## config.mk

```make
export PLATFORM = sky130hd
export DESIGN_NAME = conv_window_loader_flat
export DESIGN_NICKNAME = d
export VERILOG_FILES = /design/src/rtl/conv1d_pkg.sv /design/src/rtl/conv_window_loader_if.sv /design/src/rtl/conv_window_loader.sv /design/src/flat_wrapper.sv
export SDC_FILE = /design/constraint.sdc
export NUM_CORES = 1
export LEC_CHECK = 0
export BUFFER_PORTS_ARGS = -buffer_cell sky130_fd_sc_hd__buf_4
export CAP_MARGIN = 5
export CORE_MARGIN = 3
export CORE_UTILIZATION = 55
export CTS_CLUSTER_SIZE = 10
export DETAILED_ROUTE_END_ITERATION = 8
export PLACE_DENSITY = 0.78
export SYNTH_ARGS = -nofsm -noshare
export SYNTH_HDL_FRONTEND = slang
export SYNTH_SLANG_ARGS = --single-unit
```

## constraint.sdc

```tcl
create_clock -name clk -period 3.2 [get_ports clk]
set_input_delay 0.48 -clock clk [delete_from_list [all_inputs] [get_ports clk]]
set_output_delay 0.48 -clock clk [all_outputs]
set_load 0.1 [all_outputs]
```

## src/rtl/conv1d_pkg.sv

```systemverilog
// Shared conv1d definitions: sizes, ring geometry and the loader FSM states.
// Imported by the window loader and the conv1d compute stage.
package conv1d_pkg;

    localparam int BYTE_SIZE          = 8;
    localparam int KERNEL_LENGTH      = 8;
    localparam int PADDING            = 4;
    localparam int MAX_INPUT_CHANNELS = 128;
    localparam int BUFFERS_SIZE       = KERNEL_LENGTH * MAX_INPUT_CHANNELS;

    typedef enum logic [1:0] {
        IDLE,
        WRITE,
        WAIT_WIN,
        DONE
    } conv_state_e;

endpackage

```

## src/rtl/conv_window_loader_if.sv

```systemverilog
// Loader bus: input byte stream, ring-buffer write port and window handshake.
// master = loader side, slave = producer/buffer/consumer side.
interface conv_window_loader_if
    import conv1d_pkg::*;
#(
    parameter int ADDR_WIDTH = 10,
    parameter int DATA_W     = BYTE_SIZE,
    parameter int SLOT_W     = $clog2(KERNEL_LENGTH)
);

    logic                  in_valid;
    logic [DATA_W-1:0]     in_data;
    logic                  in_ready;
    logic                  buf_we;
    logic [ADDR_WIDTH-1:0] buf_addr;
    logic [DATA_W-1:0]     buf_data;
    logic                  win_valid;
    logic [SLOT_W-1:0]     win_start_x;
    logic                  win_ready;

    modport master (
        input  in_valid,
        input  in_data,
        input  win_ready,
        output in_ready,
        output buf_we,
        output buf_addr,
        output buf_data,
        output win_valid,
        output win_start_x
    );

    modport slave (
        output in_valid,
        output in_data,
        output win_ready,
        input  in_ready,
        input  buf_we,
        input  buf_addr,
        input  buf_data,
        input  win_valid,
        input  win_start_x
    );

endinterface

```

## src/rtl/conv_window_loader.sv

```systemverilog
// Fills an 8-slot column ring buffer with padded input columns and hands
// each complete kernel-wide window to the conv1d stage.
module conv_window_loader #(
    parameter int BYTE_SIZE          = 8,
    parameter int KERNEL_LENGTH      = 8,
    parameter int PADDING            = 4,
    parameter int MAX_INPUT_CHANNELS = 128,
    parameter int ADDR_WIDTH         = 10
) (
    input  logic                 clk,
    input  logic                 rst_n,
    input  logic                 start,
    input  logic [7:0]           cfg_depth,
    input  logic [15:0]          cfg_width,
    input  logic [BYTE_SIZE-1:0] cfg_pad_value,
    conv_window_loader_if.master bus,
    output logic                 busy,
    output logic                 done
);

    typedef conv1d_pkg::conv_state_e state_e;

    localparam int SLOT_W  = $clog2(KERNEL_LENGTH);
    localparam int DEPTH_W = $clog2(MAX_INPUT_CHANNELS) + 1;
    localparam int COL_W   = 17;

    localparam logic [COL_W-1:0]  PAD_C     = COL_W'(PADDING);
    localparam logic [COL_W-1:0]  KL_C      = COL_W'(KERNEL_LENGTH);
    localparam logic [SLOT_W-1:0] LAST_SLOT = SLOT_W'(KERNEL_LENGTH - 1);

    state_e                state_q, state_d;
    logic [DEPTH_W-1:0]    depth_q, depth_d;
    logic [15:0]           width_q, width_d;
    logic [BYTE_SIZE-1:0]  pad_q, pad_d;
    logic [COL_W-1:0]      col_q, col_d;
    logic [DEPTH_W-1:0]    ch_q, ch_d;
    logic [SLOT_W-1:0]     slot_q, slot_d;
    logic [15:0]           consumed_q, consumed_d;
    logic [SLOT_W-1:0]     win_start_x_q, win_start_x_d;
    logic                  buf_we_q, buf_we_d;
    logic [ADDR_WIDTH-1:0] buf_addr_q, buf_addr_d;
    logic [BYTE_SIZE-1:0]  buf_data_q, buf_data_d;
    logic                  win_valid_q, win_valid_d;
    logic                  done_q, done_d;

    logic                  pad_col;
    logic                  last_ch;
    logic                  col_fills_win;
    logic                  last_win;
    logic                  hs;
    logic                  in_ready_c;
    logic [SLOT_W-1:0]     slot_nxt;
    logic [SLOT_W-1:0]     wsx_nxt;
    logic [ADDR_WIDTH-1:0] wr_addr;

    // Columns outside [PADDING, width+PADDING) carry the pad byte.
    assign pad_col  = (col_q < PAD_C)
                   || (col_q >= ({1'b0, width_q} + PAD_C));
    assign last_ch  = (ch_q == (depth_q - DEPTH_W'(1)));
    assign col_fills_win = ((col_q + COL_W'(1))
                         == ({1'b0, consumed_q} + KL_C));
    assign last_win = ((consumed_q + 16'd1) == width_q);
    assign hs       = win_valid_q && bus.win_ready;
    assign slot_nxt = (slot_q == LAST_SLOT) ? '0
                    : slot_q + SLOT_W'(1);
    assign wsx_nxt  = (win_start_x_q == LAST_SLOT) ? '0
                    : win_start_x_q + SLOT_W'(1);
    assign wr_addr  = ADDR_WIDTH'(slot_q) * ADDR_WIDTH'(depth_q)
                    + ADDR_WIDTH'(ch_q);

    always_comb begin
        state_d       = state_q;
        depth_d       = depth_q;
        width_d       = width_q;
        pad_d         = pad_q;
        col_d         = col_q;
        ch_d          = ch_q;
        slot_d        = slot_q;
        consumed_d    = consumed_q;
        win_start_x_d = win_start_x_q;
        buf_we_d      = 1'b0;
        buf_addr_d    = buf_addr_q;
        buf_data_d    = buf_data_q;
        win_valid_d   = 1'b0;
        in_ready_c    = 1'b0;
        done_d        = (state_q == conv1d_pkg::DONE) && !start;
        unique case (state_q)
            conv1d_pkg::IDLE,
            conv1d_pkg::DONE: begin
                if (start) begin
                    depth_d       = DEPTH_W'(cfg_depth);
                    width_d       = cfg_width;
                    pad_d         = cfg_pad_value;
                    col_d         = '0;
                    ch_d          = '0;
                    slot_d        = '0;
                    consumed_d    = '0;
                    win_start_x_d = '0;
                    if (cfg_depth == 8'd0 || cfg_width == 16'd0)
                        state_d = conv1d_pkg::DONE;
                    else
                        state_d = conv1d_pkg::WRITE;
                end
            end
            conv1d_pkg::WRITE: begin
                in_ready_c = !pad_col;
                if (pad_col || bus.in_valid) begin
                    buf_we_d   = 1'b1;
                    buf_addr_d = wr_addr;
                    buf_data_d = pad_col ? pad_q : bus.in_data;
                    if (last_ch) begin
                        ch_d   = '0;
                        slot_d = slot_nxt;
                        col_d  = col_q + COL_W'(1);
                        if (col_fills_win)
                            state_d = conv1d_pkg::WAIT_WIN;
                    end else begin
                        ch_d = ch_q + DEPTH_W'(1);
                    end
                end
            end
            conv1d_pkg::WAIT_WIN: begin
                // Delayed one cycle so the last column write lands first.
                win_valid_d = !hs;
                if (hs) begin
                    consumed_d    = consumed_q + 16'd1;
                    win_start_x_d = wsx_nxt;
                    state_d       = last_win ? conv1d_pkg::DONE
                                             : conv1d_pkg::WRITE;
                end
            end
            default: state_d = conv1d_pkg::IDLE;
        endcase
    end

    always_ff @(posedge clk) begin
        if (!rst_n) begin
            state_q       <= conv1d_pkg::IDLE;
            depth_q       <= '0;
            width_q       <= '0;
            pad_q         <= '0;
            col_q         <= '0;
            ch_q          <= '0;
            slot_q        <= '0;
            consumed_q    <= '0;
            win_start_x_q <= '0;
            buf_we_q      <= 1'b0;
            buf_addr_q    <= '0;
            buf_data_q    <= '0;
            win_valid_q   <= 1'b0;
            done_q        <= 1'b0;
        end else begin
            state_q       <= state_d;
            depth_q       <= depth_d;
            width_q       <= width_d;
            pad_q         <= pad_d;
            col_q         <= col_d;
            ch_q          <= ch_d;
            slot_q        <= slot_d;
            consumed_q    <= consumed_d;
            win_start_x_q <= win_start_x_d;
            buf_we_q      <= buf_we_d;
            buf_addr_q    <= buf_addr_d;
            buf_data_q    <= buf_data_d;
            win_valid_q   <= win_valid_d;
            done_q        <= done_d;
        end
    end

    assign bus.in_ready    = in_ready_c;
    assign bus.buf_we      = buf_we_q;
    assign bus.buf_addr    = buf_addr_q;
    assign bus.buf_data    = buf_data_q;
    assign bus.win_valid   = win_valid_q;
    assign bus.win_start_x = win_start_x_q;
    assign busy = (state_q == conv1d_pkg::WRITE)
               || (state_q == conv1d_pkg::WAIT_WIN);
    assign done = done_q;

endmodule

```

## src/flat_wrapper.sv

```systemverilog
// flat-port wrapper written by rule: the top's interface ports become plain ports
module conv_window_loader_flat 
#(
    parameter int BYTE_SIZE          = 8,
    parameter int KERNEL_LENGTH      = 8,
    parameter int PADDING            = 4,
    parameter int MAX_INPUT_CHANNELS = 128,
    parameter int ADDR_WIDTH         = 10
)
  (clk, rst_n, start, cfg_depth, cfg_width, cfg_pad_value, busy, done, bus_in_valid, bus_in_data, bus_win_ready, bus_in_ready, bus_buf_we, bus_buf_addr, bus_buf_data, bus_win_valid, bus_win_start_x);
  conv_window_loader_if #(.ADDR_WIDTH(ADDR_WIDTH)) bus_i ();
  input  logic clk;
  input  logic rst_n;
  input  logic start;
  input  logic [7:0] cfg_depth;
  input  logic [15:0] cfg_width;
  input  logic [BYTE_SIZE-1:0] cfg_pad_value;
  output logic busy;
  output logic done;
  input wire logic [$bits(bus_i.in_valid)-1:0] bus_in_valid;
  input wire logic [$bits(bus_i.in_data)-1:0] bus_in_data;
  input wire logic [$bits(bus_i.win_ready)-1:0] bus_win_ready;
  output wire logic [$bits(bus_i.in_ready)-1:0] bus_in_ready;
  output wire logic [$bits(bus_i.buf_we)-1:0] bus_buf_we;
  output wire logic [$bits(bus_i.buf_addr)-1:0] bus_buf_addr;
  output wire logic [$bits(bus_i.buf_data)-1:0] bus_buf_data;
  output wire logic [$bits(bus_i.win_valid)-1:0] bus_win_valid;
  output wire logic [$bits(bus_i.win_start_x)-1:0] bus_win_start_x;
  assign bus_i.in_valid = bus_in_valid;
  assign bus_i.in_data = bus_in_data;
  assign bus_i.win_ready = bus_win_ready;
  assign bus_in_ready = bus_i.in_ready;
  assign bus_buf_we = bus_i.buf_we;
  assign bus_buf_addr = bus_i.buf_addr;
  assign bus_buf_data = bus_i.buf_data;
  assign bus_win_valid = bus_i.win_valid;
  assign bus_win_start_x = bus_i.win_start_x;
  conv_window_loader #(.BYTE_SIZE(BYTE_SIZE), .KERNEL_LENGTH(KERNEL_LENGTH), .PADDING(PADDING), .MAX_INPUT_CHANNELS(MAX_INPUT_CHANNELS), .ADDR_WIDTH(ADDR_WIDTH)) u_core (.clk(clk), .rst_n(rst_n), .start(start), .cfg_depth(cfg_depth), .cfg_width(cfg_width), .cfg_pad_value(cfg_pad_value), .bus(bus_i), .busy(busy), .done(done));
endmodule
```

Word-level counts from Yosys, hierarchy flattened --
Index checks and enable logic that the tools add are counted.
Cells by class: multiplexer cells 30, add/subtract/negate cells 9, eq/ne operators 13, order comparisons 2, reductions and logical operators 23, multiply operators 1
Operators with widths (number):
- $mux 17 | 3
- $pmux 17 s2 | 1
- $mux 16 | 2
- $mux 8 | 4
- $pmux 16 s2 | 1
- $mux 3 | 6
- $add 16x3->17 const B | 1
- $add 16x4->17 const B | 1
- $add 17x1->17 const B | 1
- $eq 17x17->1 | 1
- $ge 17x17->1 | 1
- $lt 17x3->1 const B | 1
- $add 16x1->16 const B | 1
- $eq 16x16->1 | 1
- $logic_not 16->1 | 1
- $pmux 8 s2 | 1
- $mux 2 | 7
- $pmux 3 s2 | 2
- $add 10x8->10 | 1
- $mul 3x8->10 | 1
- $add 8x1->8 const B | 1
- $eq 8x8->1 | 1
- $logic_not 8->1 | 1
- $ne 2x1->1 const B | 4
- other kinds (18) | 33
Word-level totals: input bits 45, output and inout bits 26, logic and storage cells 92, register bits 102

Longest topological paths before layout --
Gate-level depths: netlist of the first run.
depth after elaboration 6, depth in mapped cells 16, mapped depth without buffers 15

Worst setup path before layout of the first run --
OpenSTA, ideal clock, no wires.
path kind reg-to-output, start point reg u_core.width_q[2], end point out bus_in_ready, stages on the path, launching flop included 12, setup slack -1741 ps, data required time 2720 ps, path buffers 0, data arrival time 4461 ps, cells stage by stage dfxtp_1 -> ha_1 -> inv_1 -> or2_2 -> nor3_1 -> nand2_1 -> xor2_1 -> ha_1 -> and4_1 -> a221oi_1 -> a21oi_1 -> nor3_1
Between the ends: cells in the longest elaborated chain, start to end 5
RTL lines:
- start: declaration | line conv_window_loader.sv:33 | logic [15:0] width_q, width_d;
- start signal: assignment | line conv_window_loader.sv:155 | width_q <= width_d;
- $add 16x3->17 | line conv_window_loader.sv:58 | || (col_q >= ({1'b0, width_q} + PAD_C));
- $ge 17x17->1 | line conv_window_loader.sv:58
- $logic_or 1x1->1 | line conv_window_loader.sv:58
- $logic_not 1->1 | line conv_window_loader.sv:106 | in_ready_c = !pad_col;
- $mux 1 | line conv_window_loader.sv:87 | unique case (state_q)
- end: declaration | line flat_wrapper.sv:23 | output wire logic [$bits(bus_i.in_ready)-1:0] bus_in_ready;
Every way passes these cells.

Final worst setup path of the first run --
Ends and elaborated chain as after synthesis.

==> results of run 1 <==
==> where the power goes <==
part | switching (W) | internal (W) | total, W
Sequential | 0.000177 | 0.00145 | 0.00163
Combinational | 0.00195 | 0.00123 | 0.00318
Clock | 0.000517 | 0.000596 | 0.00111
Total | 0.00264 | 0.00328 | 0.00592
==> synthesized netlist by cell type, drive strengths merged, types with 5 or more instances <==
cell,instances,area [sq um]
a211oi,12,90.1
a21boi,5,37.5
a21oi,71,355
a22o,5,43.8
a22oi,5,37.5
and2,14,87.6
and3,10,62.6
buf,14,77.6
clkbuf,44,168
dfxtp,102,2040
fa,13,260
ha,44,551
inv,39,146
mux2i,21,210
nand2,130,488
nand3,26,135
nand4,21,131
nor2,74,278
nor3,21,120
nor4,21,146
o21ai,41,205
or3,7,43.8
xnor2,56,490
xor2,36,315
==> how the worst min path moves through the flow <==
stage	end	slack, ns	from	depth (start not counted)
2_1_floorplan	u_core.pad_q[0]	0.44	u_core.pad_q[0]	2
3_3_place_gp	u_core.pad_q[2]	0.44	u_core.pad_q[2]	2
3_5_place_dp	u_core.pad_q[4]	0.45	u_core.pad_q[4]	2
4_1_cts	u_core.done	0.29	start	2
5_1_grt	u_core.done	0.29	start	2
6_report	u_core.done	0.30	start	2
==> sequential cells by signal (all words and copies together), names as in the netlist, 8 cells and up <==
signal / count
u_core.width_q: 16
u_core.bus.buf_data: 8
u_core.pad_q: 8
u_core.depth_q: 8
u_core.ch_q: 8
u_core.bus.buf_addr: 10
u_core.consumed_q: 16
u_core.col_q: 17
==> layout by cell type (no fill, tap or decap), drive strengths merged, types with 36 or more instances in the layout <==
master / count
xor2: 36
ha: 44
nor2: 74
buf: 155
o21ai: 41
xnor2: 56
nand2: 130
dfxtp: 102
a21oi: 71
inv: 41
==> through the flow <==
| step | cells | hold WS [ns] | setup WS (ns) | setup TNS, ns |
|---|---|---|---|---|
| CTS | 1171 | 0.290 | -0.0891 | -0.0891 |
| global placement | 1154 | 0.443 | -0.0403 | -0.0502 |
| global route | 1189 | 0.293 | -0.257 | -5.44 |
| finish | 1189 | 0.295 | -0.100 | -0.510 |
| floorplan | 903 | 0.436 | -0.181 | -0.281 |
| detailed placement | 1154 | 0.447 | -0.108 | -0.458 |
==> logic make-up after synthesis <==
family | count (synthesis)
flip-flops | 102
adder cells (fa/ha/maj) | 57
AO/OA/AOI/OAI | 175
AND/OR/NAND/NOR | 355
XOR/XNOR | 95
multiplexers | 21
buffers and inverters | 98
==> final cells by class <==
type | count | area [sq um]
inverters | 40 | 150
fillers | 922 | 3610
repair buffers | 157 | 1310
well taps | 172 | 215
multi-input cells | 703 | 5030
clock inverters | 3 | 26.3
clock buffers | 12 | 267
flip-flops and latches | 102 | 2050
==> layer usage <==
layer	share of wire	vias to the layer above
li1	-	3364
met1	0.43	3364
met2	0.46	329
met3	0.084	56
met4	0.028	0
met5	0	-
==> timing repair <==
item | in CTS | in global routing
endpoints found under the setup margin | 15 | 50
resized for setup | 8 | 99
buffers inserted | 2 | 16
pin swaps | 11 | 46
cloned | 0 | 4
==> reports/metrics.csv, run 1 <==
metric,value,unit
Synth Register Bits,102,
fmax,303,MHz
Avg WL per Cell,18.0,um
min Tclk post-route,3.30,ns
"Max FO, Critical Path",4,
Worst Tran Pin Value,0.793,ns
Routed Antenna Nets,0,
Post-synth EDFFs,0,
post-synthesis compound-gate area fraction,0.152,
Syn Area/Cell,7.93,sq um
buffers added on ports,70,
final hold violation count,0,
H-tree Lvls,3,
initial antenna violation count,0,
CTS tree,yes,
worst-skew pair later-pin latency,0.36,ns
Final Cycle Share,1.03,
Total Wirelength,21400,um
Row Count,41,
largest family of logic cells by synthesized area,simple AND/OR/NAND/NOR gates,
M2 GR Usage,0.437,
worst clock skew,0.0123,ns
CTS Sinks,102,
Worst EP arrival,2.82,ns
post-synthesis instance total,903,
slowest cell on the critical path,dfxtp_4,
Die Area,0.0144,sq mm
asr flop ratio synth,0,
sequential fraction of the synthesis area,0.285,
power per cell area,654,mW/mm^2
Adder-Cell Fraction of Synth Area,0.113,
Syn-to-layout area delta,26.5,%
largest net degree at the start of global routing,45,
critical path type,register to output port,
distinct cell type count after synthesis,68,
fin. max-slew vios,0,
fraction of layout cells with a size suffix above 1,0.247,
Post-CTS Hold Fix Bufs,0,
synthesis warning total,0,
worst r2r src,u_core.width_q[2],
FF-to-FF setup slack,-0.07,ns
Mapped Nets,1005,
Max Cap Viol,0,
first-pass GRT wire length,33000,um
GRT busiest layer,met2,
Startpoint Class,register,
nets,1115,
DIE HEIGHT,120,um
vias per inst,5.98,
final core occ,0.715,
failing checks,setup timing,
CP Capture Point,bus_in_ready,
Final WS setup,-0.100,ns
crit-path max cell delay,0.36,ns
Reg2Reg Depth,16,
simple logic cell fraction of the synthesized area,0.242,
TritonCTS Buffers,9,
status,finished with violations,
critical-path cell list,ha_4 > inv_2 > or2_4 > nor3_4 > nand2_1 > xor2_1 > ha_1 > and4_4 > a221oi_2 > a21oi_2 > nor3_4 > buf_12,
number of setup violations in the final report,9,
clock root buffer,clkbuf_16,
antenna diode instance count,0,
DRC Markers,0,
Die Width,120,um
unrepaired setup endpoints after global routing,yes,
Relative slew margins,0.471,
DR pass1 iterations,7,
detailed-route via count,7113,
WP depth,12,
clk buf depth,2,
DRT iter0 DRCs,735,
mapped cell area,0.00716,sq mm
Pleak,3.73,nW
endpoint type of the worst setup path,output port,
vias in the first global route,6624,
multiplexer share of the synthesized area,0.0294,
Synth Area in XOR/XNOR,0.122,
GR Layer Usage met1,0.397,
gpl congestion,0.928,
overall power,0.00592,W
GRT Util Overall,0.282,
worst endpoint required time,2.72,ns
Hold Crit Class,input pin to register,
post-place instance area,0.00821,sq mm
met3 usage,0.0448,
Detail Placement HPWL,14800,um
Initial Util,0.565,
Synth Flop Type,dfxtp_1,
core area,0.0127,sq mm
global route overflow,0,
Bufs and invs on worst path,2,
CP top delay family,simple AND/OR/NAND/NOR gates,
CP Launch Point,u_core.width_q[2],
peak supply drop,0.000764,V
IO Pins,71,
Final Instance Area,0.00906,sq mm
RR Endpoint,u_core.col_q[3],
Clock transition at path regs,0.07,ns
Most common cell on crit path,nor3_4,
Power figures use the tool's default switching activity.
==> run 2: changes to the inputs <==
Settings changed: CORE_UTILIZATION 55 to 50, PLACE_DENSITY 0.78 to 0.72.
==> reports/metrics.csv, run 2 (synthesis gave the netlist of run 1 again) <==
metric,value,unit,change
status,finished with violations,,unchanged
failing checks,setup timing,,unchanged
M2 GR Usage,0.377,,was 0.437
Filler cells,1198,,was 922
peak supply drop,0.000727,V,was 0.000764 V
initial antenna violation count,0,,unchanged
Pleak,3.66,nW,was 3.73 nW
first-pass GRT wire length,32700,um,was 33000 um
buffers added on ports,70,,unchanged
endpoint type of the worst setup path,output port,,unchanged
Seq pwr share,0.289,,was 0.275
Sw Pwr,0.00247,W,was 0.00264 W
Routed Antenna Nets,0,,unchanged
critical path type,register to output port,,unchanged
met3 usage,0.0390,,was 0.0448
Syn-to-layout area delta,23.6,%,was 26.5%
Avg WL per Cell,16.5,um,was 18.0 um
DR pass1 iterations,7,,unchanged
GRT busiest layer,met2,,unchanged
Max Cap Viol,0,,unchanged
GR Layer Usage met1,0.364,,was 0.397
biggest regs,"u_core.col_q x17, u_core.consumed_q x16, u_core.width_q x16",,unchanged
GRT Util Overall,0.248,,was 0.282
final core occ,0.635,,was 0.715
nets,1110,,was 1115
P_int,0.00310,W,was 0.00328 W
IO Pins,71,,unchanged
core area,0.0139,sq mm,was 0.0127 sq mm
antenna diode instance count,0,,unchanged
Total Wirelength,19700,um,was 21400 um
critical-path cell list,buf_6 > nand2_1 > nor2_1 > nand4_1 > xor2_1 > ha_1 > a21oi_1 > nand2_1 > a221oi_4 > a21oi_4 > nor3_4 > buf_12,,was ha_4 > inv_2 > or2_4 > nor3_4 > nand2_1 > xor2_1 > ha_1 > and4_4 > a221oi_2 > a21oi_2 > nor3_4 > buf_12
H-tree Lvls,3,,unchanged
CTS tree,yes,,unchanged
Final WS setup,-0.0926,ns,was -0.100 ns
fmax,304,MHz,was 303 MHz
gpl congestion,0.928,,about the same
pre-CTS WS,-0.0390,ns,was -0.108 ns
clk buf depth,2,,unchanged
Initial Util,0.514,,was 0.565
Sw Ratio,0.444,,was 0.446
TritonCTS Buffers,9,,unchanged
detailed-route via count,6865,,was 7113
worst endpoint required time,2.72,ns,about the same
clock root buffer,clkbuf_16,,unchanged
worst hold slack,0.295,ns,about the same
DIE HEIGHT,126,um,was 120 um
max FFs per register,17,,unchanged
fraction of layout cells with a size suffix above 1,0.214,,was 0.247
vias per inst,5.75,,was 5.98
Row Count,43,,was 41
power per cell area,630,mW/mm^2,was 654 mW/mm^2
worst clock skew,0.0114,ns,was 0.0123 ns
Most common cell on crit path,nand2_1,,was nor3_4
fin. max-slew vios,0,,unchanged
register bank with the most flops,u_core.col_q,,unchanged
global route overflow,0,,unchanged
Worst Tran Pin Value,1.11,ns,was 0.793 ns
"Max FO, Critical Path",8,,was 4
Detail Placement HPWL,14500,um,was 14800 um
slowest cell on the critical path,dfxtp_4,,unchanged
unrepaired setup endpoints after global routing,yes,,unchanged
min Tclk post-route,3.29,ns,was 3.30 ns
Die Area,0.0158,sq mm,was 0.0144 sq mm
number of setup violations in the final report,8,,was 9
clock power share,0.205,,was 0.188
final hold violation count,0,,unchanged
Worst EP arrival,2.81,ns,was 2.82 ns
Startpoint Class,register,,unchanged
DRC Markers,0,,unchanged
logic gate share of total power,0.506,,was 0.537
Clock transition at path regs,0.07,ns,about the same
worst-skew pair later-pin latency,0.36,ns,about the same
"commonest non-fill, non-tap cells in the layout","buf_4, nand2_1, dfxtp_1, nor2_1, a21oi_1",,unchanged
Die Width,126,um,was 120 um
crit-path max cell delay,0.36,ns,about the same
Relative slew margins,0.257,,was 0.471
"commonest non-fill, non-tap cell in the layout",buf_4,,unchanged
CTS Sinks,102,,unchanged
DRT iter0 DRCs,497,,was 735
Final Cycle Share,1.03,,about the same
Hold Crit Class,input pin to register,,unchanged
Setup TNS Final,-0.230,ns,was -0.510 ns
vias in the first global route,6460,,was 6624
largest net degree at the start of global routing,77,,was 45
[run 2: changes by cell type in the layout (fill, tap and decap cells not counted), moves of 3 or more]
| cell | previous run | this run |
|---|---|---|
| a21boi_2 | 3 | 0 |
| a211oi_1 | 7 | 11 |
| buf_6 | 18 | 6 |
| clkbuf_8 | 3 | 0 |
| buf_4 | 134 | 142 |
| o21ai_2 | 7 | 1 |
| o21ai_1 | 8 | 1 |
| a211oi_2 | 5 | 1 |
| nor2_2 | 7 | 1 |
| nor2_1 | 67 | 73 |
| dfxtp_1 | 97 | 93 |
| dfxtp_2 | 3 | 7 |
| a21oi_2 | 8 | 5 |
| o21ai_0 | 25 | 38 |
[run 2: what timing repair did]
item / 4_1_cts / 5_1_grt
resized for setup: 15 / 31
hold buffers: 0 / 0
gates cloned: 0 / 2
pin swaps: 15 / 9
buffers inserted: 5 / 2
endpoints found under the setup margin: 9 / 49
[run 2: power groups by stage]
stage	clock network [W]	registers, W	logic, W
6_report	0.00114	0.00161	0.00282
5_1_grt	0.00121	0.00163	0.00306
4_1_cts	0.00115	0.00160	0.00262
3_5_place_dp	0	0.00163	0.00257
3_3_place_gp	0	0.00163	0.00253
2_1_floorplan	0	0.00202	0.00144
[run 2: worst max-delay path, delay by kind of cell (launching register included)]
family                     cells  cell delay [ns]
adders and majority gates      1             0.32
xor gates and xnor gates       1             0.19
DFF                            1             0.36
buffers and inverters          2             0.33
and+or+nand+nor                5             0.66
AOI/OAI and AO/OA              3             0.59
[run 2: layer usage]
metal  share of wire  vias up  wire (um)
li1                -     3354          -
met1            0.47     3241       9260
met2            0.44      249       8680
met3           0.075       21       1480
met4           0.016        0        322
met5               0        -          0
[run 2: area by class of cell]
type | instances | area (sq um) | share of cell area
Multi-Input combinational cell | 703 | 4890 | 0.553
Inverter | 40 | 150 | 0.0170
Tap cell | 180 | 225 | 0.0255
Clock buffer | 10 | 229 | 0.0259
Sequential cell | 102 | 2060 | 0.233
Timing Repair Buffer | 152 | 1220 | 0.138
Clock inverter | 6 | 68.8 | 0.00778
[run 2: path summary, 6_finish.rpt]
path	startpoint	slack [ns]	cells past startpoint	endpoint
max	u_core.width_q[2]	-0.09	12	bus_in_ready
min	start	0.30	2	u_core.done
max reg2reg	u_core.width_q[7]	-0.06	14	u_core.col_q[4]
min reg2reg	u_core.pad_q[3]	0.46	2	u_core.pad_q[3]
[run 2: per-stage QoR]
stage                     total power, W  instances  instance area [sq um]
after CTS                        0.00537       1189                   8650
after floorplan                  0.00346        903                   7240
after global placement           0.00416       1169                   8290
after detailed placement         0.00420       1169                   8290
final                            0.00557       1193                   8850
after global routing             0.00591       1193                   8850
